===== src/rtl/fft16_ctrl.sv =====
// fft16_ctrl: sequencing controller for a 16-point R2SDF FFT datapath.
// Tracks the sample index under a global sample enable and decodes the
// per-stage butterfly selects, twiddle ROM addresses, output framing and a
// per-frame saturation flag. All decodes refer to the sample currently on din.
module fft16_ctrl #(
    parameter int N   = 16,
    parameter int LAT = 19
) (
    input  logic       clk,
    input  logic       rst_n,
    input  logic       clr,
    input  logic       in_valid,
    input  logic [3:0] sat_ovf,
    output logic [3:0] bf_sel,
    output logic [2:0] tw_en,
    output logic [2:0] tw_addr0,
    output logic [2:0] tw_addr1,
    output logic [2:0] tw_addr2,
    output logic       out_valid,
    output logic       out_last,
    output logic [3:0] out_idx,
    output logic       frame_ovf,
    output logic       busy
);

    localparam int CW = $clog2(N);

    typedef enum logic [1:0] {
        IDLE = 2'd0,
        FILL = 2'd1,
        RUN  = 2'd2
    } state_t;

    state_t        state_reg, state_next;
    logic [CW-1:0] cnt_reg, cnt_next;
    logic [4:0]    fill_reg, fill_next;
    logic          ovf_acc_reg, ovf_acc_next;
    logic          frame_ovf_reg, frame_ovf_next;

    logic          en;
    logic          any_ovf;
    logic [CW-1:0] co;
    logic [3:0]    idx_rev;
    logic [2:0]    tw_addr_arr [3];

    assign en      = in_valid & ~clr;
    assign any_ovf = |sat_ovf;
    // Output-side index: the sample now on din leaves the FFT LAT samples later.
    assign co      = cnt_reg - CW'(LAT);

    // Per-stage decodes: stage k sees the stream delayed by its offset Lk and
    // alternates fill/butterfly halves of length Dk.
    generate
        for (genvar gi = 0; gi < 4; gi++) begin : g_stage
            localparam int LK = (gi == 0) ? 0 : (gi == 1) ? 9 : (gi == 2) ? 14 : 17;
            localparam int DK = 8 >> gi;
            logic ph;
            assign ph          = 1'((cnt_reg - CW'(LK)) >> (3 - gi));
            assign bf_sel[gi]  = (int'(fill_reg) > LK) ? ph : 1'b0;
            if (gi < 3) begin : g_tw
                // Twiddles go on the differences leaving the feedback delay,
                // i.e. the pass-through half once the delay holds valid data.
                assign tw_en[gi] = (int'(fill_reg) > LK + DK) & ~ph;
                assign tw_addr_arr[gi] = tw_en[gi] ?
                    3'(((cnt_reg - CW'(LK)) & CW'(DK - 1)) << gi) : 3'd0;
            end
        end

        for (genvar gi = 0; gi < 4; gi++) begin : g_rev
            assign idx_rev[gi] = co[3 - gi];
        end
    endgenerate

    assign tw_addr0  = tw_addr_arr[0];
    assign tw_addr1  = tw_addr_arr[1];
    assign tw_addr2  = tw_addr_arr[2];
    // Index is held (not gated by in_valid) so a stall leaves it unchanged.
    assign out_idx   = (state_reg == RUN) ? idx_rev : 4'd0;
    assign frame_ovf = frame_ovf_reg;

    // Next-state logic for the FSM and counters, plus FSM-derived outputs.
    always_comb begin
        state_next     = state_reg;
        cnt_next       = cnt_reg;
        fill_next      = fill_reg;
        ovf_acc_next   = ovf_acc_reg;
        frame_ovf_next = frame_ovf_reg;
        busy           = (state_reg != IDLE);
        out_valid      = en & (state_reg == RUN);
        out_last       = out_valid & (co == CW'(N - 1));

        if (clr) begin
            state_next     = IDLE;
            cnt_next       = '0;
            fill_next      = '0;
            ovf_acc_next   = 1'b0;
            frame_ovf_next = 1'b0;
        end else if (in_valid) begin
            cnt_next  = cnt_reg + 1'b1;
            fill_next = (fill_reg == 5'(LAT)) ? fill_reg : fill_reg + 5'd1;
            case (state_reg)
                IDLE:    state_next = FILL;
                FILL:    if (fill_reg == 5'(LAT - 1)) state_next = RUN;
                RUN:     state_next = RUN;
                default: state_next = IDLE;
            endcase
            // The frame boundary sample's own overflow belongs to the closing frame.
            if (out_last) begin
                ovf_acc_next   = 1'b0;
                frame_ovf_next = ovf_acc_reg | any_ovf;
            end else begin
                ovf_acc_next   = ovf_acc_reg | any_ovf;
            end
        end
    end

    // State and counter registers with asynchronous active-low reset.
    always_ff @(posedge clk or negedge rst_n) begin
        if (!rst_n) begin
            state_reg     <= IDLE;
            cnt_reg       <= '0;
            fill_reg      <= '0;
            ovf_acc_reg   <= 1'b0;
            frame_ovf_reg <= 1'b0;
        end else begin
            state_reg     <= state_next;
            cnt_reg       <= cnt_next;
            fill_reg      <= fill_next;
            ovf_acc_reg   <= ovf_acc_next;
            frame_ovf_reg <= frame_ovf_next;
        end
    end

endmodule


===== config.mk =====
export PLATFORM = sky130hd
export DESIGN_NAME = fft16_ctrl
export DESIGN_NICKNAME = d
export VERILOG_FILES = /design/src/rtl/fft16_ctrl.sv
export SDC_FILE = /design/constraint.sdc
export NUM_CORES = 1
export LEC_CHECK = 0
export ABC_AREA = 1
export CAP_MARGIN = 10
export CORE_MARGIN = 2
export CORE_UTILIZATION = 46
export DETAILED_ROUTE_END_ITERATION = 16
export GPL_ROUTABILITY_DRIVEN = 0
export GPL_TIMING_DRIVEN = 0
export PLACE_DENSITY = 0.78
export SETUP_SLACK_MARGIN = 0.4
export SYNTH_ARGS = -nofsm -noshare
export SYNTH_HDL_FRONTEND = slang
export SYNTH_SLANG_ARGS = --single-unit
export TNS_END_PERCENT = 30

===== constraint.sdc =====
create_clock -name clk -period 1.3 [get_ports clk]
set_input_delay 0.13 -clock clk [delete_from_list [all_inputs] [get_ports clk]]
set_output_delay 0.13 -clock clk [all_outputs]
set_load 0.02 [all_outputs]

# Word level (Yosys, flattened, before mapping)
# Index checks and enable logic that the tools add are counted.
# W data, S select, Z words.
[totals]
regBits = 13
latchBits = 0
ramBits = 0
romBits = 0
out_inout_bits = 24
n_memories = 0
[classes]
add_sub_neg = 6
mul = 0
n_div = 0
magnitude_cmp = 7
n_eq_ne = 7
shifts = 0
mux = 23
n_bitwise = 11
n_reduce_logical = 8
[op_table]
columns = ["op", "count"]
rows = [
  ["$gt A5 B4 Y1 const B", 4],
  ["$mux W5", 3],
  ["$mux W4", 3],
  ["$eq A5 B5 Y1 const B", 2],
  ["$gt A5 B5 Y1 const B", 2],
  ["$mux W1", 10],
  ["$mux W3", 3],
  ["$and A1 B1 Y1", 6],
  ["$mux W2", 3],
  ["$pmux W2 S3", 1],
  ["$reduce_and A2 Y1", 3],
  ["$reduce_bool A2 Y1", 3],
  ["$add A5 B1 Y5 const B", 1],
  ["$gt A5 B1 Y1 const B", 1],
  ["$add A4 B1 Y4 const B", 1],
  ["$eq A4 B4 Y1 const B", 1],
  ["$not A1 Y1", 4],
  ["$reduce_or A4 Y1", 1],
  ["$sub A4 B2 Y4 const B", 1],
  ["$ne A3 B3 Y1 const B", 1],
  ["$sub A3 B1 Y3 const B", 1],
  ["$eq A2 B1 Y1 const B", 1],
  ["$eq A2 B2 Y1 const B", 1],
  ["$logic_not A2 Y1", 1],
  ["4 further kinds", 4],
]

# Depth between registers and ports, before layout
# Gate-level depths: netlist of the first run.
[logic_depth]
depth_word = 7
mapped_depth = 8
mapped_depth_nobuf = 8

# Worst setup path before layout of the first run
# Ideal clock, no wire load.
[synth_path]
path_type = "reg2out"
from = "register fill_reg[1]"
to = "output port bf_sel[3]"
arrival_time_ns = 1.371
required_ns = 1.170
slack_ns = -0.201
stages_incl_launch_ff = 5
cell_sequence = "dfrtp_1 inv_1 ha_1 o21bai_1 a211oi_1"
[synth_via]
elab_chain_len = 2
[synth_lines]
columns = ["element", "line_no", "source"]
rows = [
  ["from (decl)", "36", "logic [4:0] fill_reg, fill_next;"],
  ["from (signal assigned)", "128", "fill_reg <= fill_next;"],
  ["$gt A5 B5 Y1", "59", "assign bf_sel[gi] = (int'(fill_reg) > LK) ? ph : 1'b0;"],
  ["$mux W1", "59", ""],
  ["to (decl)", "14", "output logic [3:0] bf_sel,"],
]
# No other way between the ends.

# Worst setup path after layout of the first run
[layout_path]
from = "register fill_reg[0]"
to = "output port tw_addr1[2]"
[layout_via]
elab_chain_len = 3
[layout_lines]
columns = ["element", "line_no", "source"]
rows = [
  ["$gt A5 B4 Y1", "63", "assign tw_en[gi] = (int'(fill_reg) > LK + DK) & ~ph;"],
  ["$and A1 B1 Y1", "63", ""],
  ["$mux W3", "64", "assign tw_addr_arr[gi] = tw_en[gi] ?"],
  ["to (decl)", "17", "output logic [2:0] tw_addr1,"],
]
# No other way between the ends.

==> impl_metrics.csv, run 1 <==
group,metric,value,unit
drt,dr.max_layer_used,"met4",
timing,fin_setup_tns,-4513,ps
critical_path,critPathMaxStageDelay,460,ps
grt,grt_overflow,0,
layout,syn_to_final_growth,71.16,%
yosys,postSynthCellCount,156,
critical_path,cp_cell_sequence,"ha_4, o21bai_4, nand2_2, nand3_4, nor2_4, buf_6",
critical_path,path_delay_family,"flip-flops",
layout,nets,228,
drt,vias,1181,
critical_path,critPathSlowestCell,"dfrtp_2",
yosys,ys_seq_area_frac,0.3048,
layout,multi_input_area,860.8,um2
clock_tree,cts_sinks,13,
timing,period_share,1.252,
critical_path,end_kind,"output pin",
place,pre_cts_ws,-705.5,ps
floorplan,boundaryPins,32,
clock_tree,cts_tree,"built",
timing,setup_violations,20,
floorplan,dieWidth,52.17,um
floorplan,core_region_area,0.002212,mm2
layout,final_util,0.8258,
drt,ant_nets,0,
place,hpwl,1.985,mm
layout,fin_area,0.001827,mm2
critical_path,required,1170,ps
grt,grt_max_degree,14,
floorplan,dieArea,0.002722,mm2
critical_path,crit_path_start_kind,"flop",
timing,slew_violations,0,
outcome,violations,"setup timing",
clock_tree,clockRootBuffer,"clkbuf_4",
timing,max_freq,614.5,MHz
clock_tree,clk_pin_slew,90,ps
clock_tree,ctsHoldBuffers,0,
timing,fin_worst_skew,1.353,ps
grt,grtUsageTotal,0.2288,
grt,grt_first_pass_wirelength,4.726,mm
flow_run,maxCapViolCount,0,
drt,route.met3.wl,113,um
floorplan,start_util,0.4825,
grt,grt_pass1_vias,1083,
drt,met2_length,1.769,mm
power_and_ir_drop,peakVddDrop,0.8778,mV
power_and_ir_drop,power_density,678.0,mW/mm2
timing,rsz0062_at_grt,"yes",
layout,regArea,334.1,um2
yosys,synthesis.area,0.001067,mm2
timing,relSlewSlack,0.5538,
critical_path,cp_max_fo,4,
outcome,outcome,"finished, violations left",
timing,layout_setup_ws,-327.5,ps
yosys,synth_cell_types,25,
timing,worstMarginPinSlew,667.2,ps
layout,insertedDiodeCount,0,
yosys,syn_area_per_cell,6.841,um2
place,dp.cells,214,
timing,hold_violations,0,
yosys,ys_warn_count,0,
floorplan,rows,17,
drt,vias_per_cell,4.983,
clock_tree,cts_buffers,3,
critical_path,cp_num_buf_inv,1,
clock_tree,clockBufferDepth,2,
place,placed_area,0.001494,mm2
layout,fillCellCount,142,
drt,drc,0,
drt,wl_met1,1.375,mm
clock_tree,cts_htree_levels,1,
critical_path,criticalPathCategory,"reg2out",
timing,finalCriticalPeriod,1627,ps
critical_path,crit_arrival,1500,ps
clock_tree,clk-insertion-delay-late,280,ps
drt,drtIter0Drc,25,
drt,routedWlPerCell,13.88,um
layout,largest_reg_flops,5,
yosys,synth-seq-cells,13,
drt,first_pass_iters,4,
floorplan,fp.dieH,52.17,um
drt,routed_wl,3.290,mm
timing,fin_hold_ws,253.0,ps
layout,layout.cells.non_filler,237,
place,port_buffers,28,
power_and_ir_drop,p_leak,0.9124,nW
hold_path,min_path_type,"in2async",
layout,layout-drive-gt1-share,0.5502,
grt,antenna_found_initial,0,
power_and_ir_drop,power,1.239,mW
## timing repair
item | CTS | global route
gates resized for setup | 140 | 29
endpoints found under the setup margin | 33 | 34
pin swaps | 10 | 11
hold endpoints to repair | 0 | 0
buffers inserted | 12 | 7
gates cloned | 0 | 0
## cell usage after synthesis, drive strengths merged
cell	count	area [um2]
a211oi	1	7.510
a21oi	1	5.000
and2	1	6.260
buf	4	27.52
conb	1	3.750
dfrtp	13	325.3
ha	10	125.1
inv	28	105.1
nand2	41	168.9
nand3	17	90.09
nand4	1	6.260
nor2	24	112.6
nor3	1	5.000
o21ai	10	53.80
o21bai	1	7.510
xnor2	1	8.760
xor2	1	8.760
## layout by cell type (no fill, tap or decap), drive strengths merged, types with 3 or more instances in the layout
master / synthesis / routed
ha: 10 / 10
o21ai: 10 / 10
nand2: 41 / 41
conb: 1 / 3
dfrtp: 13 / 13
nand3: 17 / 17
clkbuf: 0 / 4
inv: 28 / 28
nor2: 24 / 24
clkdlybuf4s50: 0 / 6
buf: 4 / 44
## cell families after synthesis
family                     synth area share
AOI/OAI and AO/OA                   0.06917
and+or+nand+nor                      0.3646
xor gates and xnor gates            0.01642
buffers and inverters                0.1243
DFF                                  0.3048
adders and majority gates            0.1172
other                              0.003514
## cell type report
cell class,count,area share
Buffer,4,0.01849
Clock buffer,4,0.01438
Inverter,28,0.06027
Multi-Input combinational cell,113,0.4712
Sequential cell,13,0.1829
Tap cell,28,0.01918
Timing Repair Buffer,47,0.2336
## final timing paths
path / depth (start not counted) / end / start / slack, ps
worst max-delay path: 6 / tw_addr1[2] / fill_reg[0] / -330
worst min-delay path: 1 / state_reg[0] / rst_n / 250
worst max register to register: 6 / fill_reg[1] / fill_reg[0] / 30
worst min register to register: 2 / ovf_acc_reg / ovf_acc_reg / 500
max in group asynchronous: 1 / cnt_reg[1] / rst_n / 580
min in group clk: 4 / ovf_acc_reg / in_valid / 270
## layer usage
metal  vias up  track usage
met1       564       0.2754
met5         -            0
li1        582            -
met3         4      0.02000
met2        31       0.4430
met4         0      0.03846
## report_power, final
group / switching, mW / leakage, nW / total (mW) / internal [mW]
clock network: 0.150 / 0.0150 / 0.269 / 0.119
logic: 0.269 / 0.732 / 0.505 / 0.236
registers: 0.0350 / 0.165 / 0.465 / 0.430
No activity file was read; power rests on OpenSTA's default activity.
==> inputs of run 2 (changes only) <==
Settings changed: CORE_UTILIZATION 46 to 50, PLACE_DENSITY 0.78 to 0.84.
Clock period 1.3 ns to 2.07 ns, I/O delays scaled along.
==> run 2 against run 1 <==
Against the previous run: the flow now finishes without violations; non-clock buffer count fell by 10; critical path depth rose by 1; global-route usage fell by 0.88 points; wire length fell by 18%; clock skew barely moved; design area fell by 17%; sequential share of layout area rose by 3.4 points.
==> impl_metrics.csv, run 2 (synthesis results as in run 1) <==
group,metric,value,unit
drt,vias,1111,
floorplan,dieArea,0.002520,mm2
floorplan,fp.dieH,50.20,um
layout,largest_reg_flops,5,
power_and_ir_drop,peakVddDrop,0.4538,mV
timing,fin_worst_skew,1.011,ps
flow_run,maxCapViolCount,0,
clock_tree,ctsHoldBuffers,0,
power_and_ir_drop,p_leak,0.8295,nW
timing,relSlewSlack,0.5588,
power_and_ir_drop,pwr-share-comb,0.340,
timing,worstMarginPinSlew,659.8,ps
floorplan,core_region_area,0.001982,mm2
drt,first_pass_iters,5,
power_and_ir_drop,power_density,445.6,mW/mm2
critical_path,critPathSlowestCell,"dfrtp_1",
critical_path,required,1860,ps
critical_path,critPathMaxStageDelay,420,ps
clock_tree,clk_pin_slew,80,ps
power_and_ir_drop,power,0.6763,mW
drt,routedWlPerCell,12.01,um
critical_path,cp_max_fo,4,
power_and_ir_drop,switching_power,0.2307,mW
timing,max_freq,574.7,MHz
timing,finalCriticalPeriod,1740,ps
clock_tree,clockRootBuffer,"clkbuf_4",
place,placed_area,0.001389,mm2
clock_tree,clk-insertion-delay-late,280,ps
critical_path,cp_cell_sequence,"buf_4, buf_4, o21bai_4, nor2_1, nor2_1, nor2_1, buf_4",
layout,layout-drive-gt1-share,0.3266,
grt,grt_overflow,0,
critical_path,criticalPathCategory,"reg2out",
floorplan,rows,16,
layout,nets,218,
layout,final_util,0.7658,
drt,vias_per_cell,4.916,
grt,antenna_found_initial,0,
critical_path,crit_arrival,1530,ps
power_and_ir_drop,switching_share,0.3412,
critical_path,path_delay_family,"buffers and inverters",
clock_tree,cts_htree_levels,1,
layout,fin_area,0.001518,mm2
clock_tree,cts_buffers,3,
floorplan,boundaryPins,32,
grt,grtUsageTotal,0.2200,
timing,hold_violations,0,
timing,period_share,0.8406,
clock_tree,clockBufferDepth,2,
power_and_ir_drop,clkPwrFrac,0.237,
drt,ant_nets,0,
drt,routed_wl,2.714,mm
layout,syn_to_final_growth,42.20,%
timing,slew_violations,0,
floorplan,dieWidth,50.20,um
clock_tree,cts_sinks,13,
critical_path,end_kind,"output pin",
floorplan,start_util,0.5385,
grt,grt_max_degree,14,
timing,rsz0062_at_grt,"yes",
layout,layout_commonest_cell,"nand2_1",
critical_path,crit_path_start_kind,"flop",
grt,grt_first_pass_wirelength,4.202,mm
layout,insertedDiodeCount,0,
drt,drtIter0Drc,35,
layout,final_cell_mix,"nand2_1 (36), inv_1 (18), buf_4 (18), nor2_1 (18), nand3_1 (14)",
grt,busiest_layer,"met2",
hold_path,min_path_type,"in2async",
outcome,outcome,"finished, final reports clean",
grt,grt_pass1_vias,961,
clock_tree,cts_tree,"built",
critical_path,cp_num_buf_inv,3,
place,port_buffers,28,
grt,gr-usage-met2,0.3772,
place,hpwl,1.886,mm
timing,setup_violations,0,
power_and_ir_drop,p_seq_frac,0.422,
drt,drc,0,
grt,grt_use_met1,0.2846,
grt,use_met3,0.02083,
power_and_ir_drop,internal_power,0.4455,mW
-- run 2: power groups by stage --
stage                     clock network, mW  registers [mW]  logic (mW)
after global routing                  0.176           0.288       0.254
after CTS                             0.170           0.283       0.202
final                                 0.160           0.286       0.230
after floorplan                           0           0.287       0.119
after detailed placement                  0           0.292       0.186
after global placement                    0           0.291       0.181
-- run 2: per-stage QoR --
| step | cells | setup WS [ps] | hold slack [ps] | TNS [ps] |
|---|---|---|---|---|
| global placement | 213 | -76.61 | 468.0 | -79.39 |
| detailed placement | 213 | -88.25 | 473.2 | -91.91 |
| CTS | 223 | 271.2 | 327.1 | 0 |
| floorplan | 158 | 491.7 | -88.59 | 0 |
| global route | 226 | 265.5 | 370.5 | 0 |
| finish | 226 | 330.0 | 327.8 | 0 |
-- run 2: path summary, 6_finish.rpt --
kind / from / to / slack [ps] / cells after the start
min reg2reg: ovf_acc_reg / ovf_acc_reg / 480 / 2
min in group clk: ovf_acc_reg / ovf_acc_reg / 480 / 2
min: rst_n / cnt_reg[0] / 330 / 1
max in group asynchronous: rst_n / fill_reg[2] / 1280 / 1
max reg2reg: fill_reg[0] / fill_reg[4] / 630 / 7
max: fill_reg[0] / bf_sel[1] / 330 / 7
-- run 2: area by class of cell --
| cell class | count | area (um2) |
|---|---|---|
| buffer | 4 | 30.03 |
| sequential | 13 | 329.1 |
| clock buffer | 4 | 26.28 |
| fill | 160 | 464.2 |
| tap | 27 | 33.78 |
| inverter | 28 | 110.1 |
| multi-input combinational | 113 | 700.7 |
| timing repair buffer | 37 | 287.8 |
-- run 2: what timing repair did --
item                       in CTS  in global routing
pin swaps                       7                  2
resized for setup              62                 38
setup buffers                   6                  3
setup endpoints to repair      20                 19
-- run 2: layer usage --
metal | up-vias | share of wire
li1 | 563 | -
met4 | 0 | 0.013
met1 | 506 | 0.43
met2 | 38 | 0.51
met3 | 4 | 0.052
met5 | - | 0
==> inputs of run 3 (changes only) <==
Settings changed: CORE_UTILIZATION 50 to 42, PLACE_DENSITY 0.84 to 0.75.
Clock period 2.07 ns to 1.55 ns, I/O delays scaled along.
==> run 3 against run 2 <==
Against the previous run: count of clock-buffer cells in the layout is the same; critical endpoint is now tw_addr1[2]; worst hold slack lost 76 ps; die area increased by 17%; the flow now finishes with violations (setup timing); largest power group is now combinational cells.
==> impl_metrics.csv, run 3 (synthesis results as in run 1) <==
group,metric,value,unit
outcome,outcome,"finished, violations left",
outcome,violations,"setup timing",
critical_path,r2r_cells,8,
clock_tree,cts_sinks,13,
timing,worstMarginPinSlew,634.3,ps
grt,grt_pass1_vias,1070,
timing,finalCriticalPeriod,1656,ps
drt,routed_wl,2.976,mm
drt,ant_nets,0,
critical_path,end_kind,"output pin",
grt,antenna_found_initial,0,
grt,grtUsageTotal,0.2141,
timing,slew_violations,0,
layout,final_util,0.7150,
layout,fillCellCount,183,
floorplan,rows,18,
critical_path,critPathMaxStageDelay,440,ps
place,pre_cts_ws,-495.1,ps
clock_tree,cts_buffers,3,
power_and_ir_drop,clkPwrFrac,0.228,
clock_tree,clk_pin_slew,90,ps
critical_path,cp_max_fo,3,
layout,layout_commonest_cell,"nand2_1",
timing,hold_violations,0,
clock_tree,clockBufferDepth,2,
critical_path,crit_path_start,"fill_reg[0]",
place,placed_area,0.001489,mm2
power_and_ir_drop,power,1.009,mW
layout,nets,221,
clock_tree,cts_tree,"built",
layout,fin_area,0.001739,mm2
power_and_ir_drop,power_density,580.3,mW/mm2
critical_path,cp_cell_sequence,"ha_2, o21bai_4, nand2_2, nand3_4, nor2_4, buf_6",
drt,first_pass_iters,4,
drt,drc,0,
drt,routedWlPerCell,12.83,um
power_and_ir_drop,peakVddDrop,0.4980,mV
flow_run,maxCapViolCount,0,
critical_path,rrSetupSlack,300,ps
layout,largest_reg_flops,5,
place,hpwl,2.023,mm
critical_path,critPathSlowestCell,"dfrtp_2",
drt,vias_per_cell,4.849,
power_and_ir_drop,switching_power,0.3657,mW
layout,layout-drive-gt1-share,0.5297,
floorplan,dieArea,0.002960,mm2
critical_path,required,1390,ps
place,port_buffers,28,
power_and_ir_drop,pwr-share-comb,0.390,
timing,max_freq,603.8,MHz
grt,grt_overflow,0,
grt,grt_max_degree,14,
floorplan,dieWidth,54.41,um
drt,vias,1125,
power_and_ir_drop,switching_share,0.3624,
power_and_ir_drop,p_leak,0.8777,nW
critical_path,reg2reg_from,"cnt_reg[1]",
floorplan,fp.dieH,54.41,um
critical_path,crit_arrival,1500,ps
critical_path,r2r_end,"ovf_acc_reg",
grt,grt_first_pass_wirelength,4.623,mm
layout,final_cell_mix,"nand2_1 (28), buf_4 (21), inv_2 (15), nand3_1 (13), buf_6 (12)",
timing,relSlewSlack,0.5758,
timing,period_share,1.068,
power_and_ir_drop,internal_power,0.6435,mW
floorplan,boundaryPins,32,
timing,layout_setup_ws,-106.1,ps
clock_tree,cts_htree_levels,1,
floorplan,core_region_area,0.002432,mm2
critical_path,crit_path_start_kind,"flop",
timing,fin_worst_skew,4.275,ps
critical_path,criticalPathCategory,"reg2out",
hold_path,min_path_type,"in2async",
clock_tree,clockRootBuffer,"clkbuf_4",
timing,setup_violations,13,
critical_path,worstSetupEndpoint,"tw_addr1[2]",
layout,insertedDiodeCount,0,
drt,drtIter0Drc,22,
power_and_ir_drop,p_seq_frac,0.383,
timing,fin_setup_tns,-587.9,ps
floorplan,start_util,0.4388,
layout,syn_to_final_growth,62.95,%
timing,rsz0062_at_grt,"yes",
clock_tree,clk-insertion-delay-late,290,ps
run 3: through the flow:
stage,cells,hold WS [ps]
final,232,252.1
after global routing,232,287.9
after CTS,227,269.1
after detailed placement,216,473.4
after global placement,216,466.7
after floorplan,158,-140.6
run 3: cell type report:
cell class              instances  area, um2  share of cell area
inverters                      28      117.6             0.06763
multi-input cells             113      830.8              0.4777
flip-flops and latches         13      332.8              0.1914
well taps                      30      37.54             0.02158
plain buffers                   4      30.03             0.01727
repair buffers                 40      364.1              0.2094
clock buffers                   4      26.28             0.01511
run 3: routing by layer:
| metal | track usage | wire [um] | up-vias |
|---|---|---|---|
| li1 | - | - | 567 |
| met1 | 0.2593 | 1265 | 514 |
| met2 | 0.3855 | 1562 | 38 |
| met3 | 0.01913 | 115 | 6 |
| met4 | 0.08750 | 33 | 0 |
| met5 | 0 | 0 | - |
run 3: worst max-delay path: cells and delay by family (launching register included):
kind / cells / cell delay, ps
flops: 1 / 440
simple gates: 3 / 290
compound gates: 1 / 190
fa+ha+maj: 1 / 180
buf+inv: 1 / 120
run 3: how the worst min path moves through the flow:
stage                       end  depth (start not counted)  slack (ps)
global route        fill_reg[4]                          1         290
floorplan            cnt_reg[0]                          0        -140
global placement    ovf_acc_reg                          2         470
finish              fill_reg[4]                          1         250
detailed placement  ovf_acc_reg                          2         470
CTS                 fill_reg[4]                          1         270
run 3: repair_timing:
action,CTS,global route
gates resized for setup,133,27
setup endpoints to repair,31,31
hold buffers,0,0
pin swaps,8,14
gates cloned,0,0
buffers inserted,7,5
run 3: power groups by stage:
stage | Combinational, mW | Clock (mW) | Sequential (mW)
6_report | 0.393 | 0.230 | 0.386
5_1_grt | 0.427 | 0.245 | 0.390
4_1_cts | 0.357 | 0.230 | 0.383
3_5_place_dp | 0.287 | 0 | 0.396
3_3_place_gp | 0.280 | 0 | 0.394
2_1_floorplan | 0.195 | 0 | 0.390
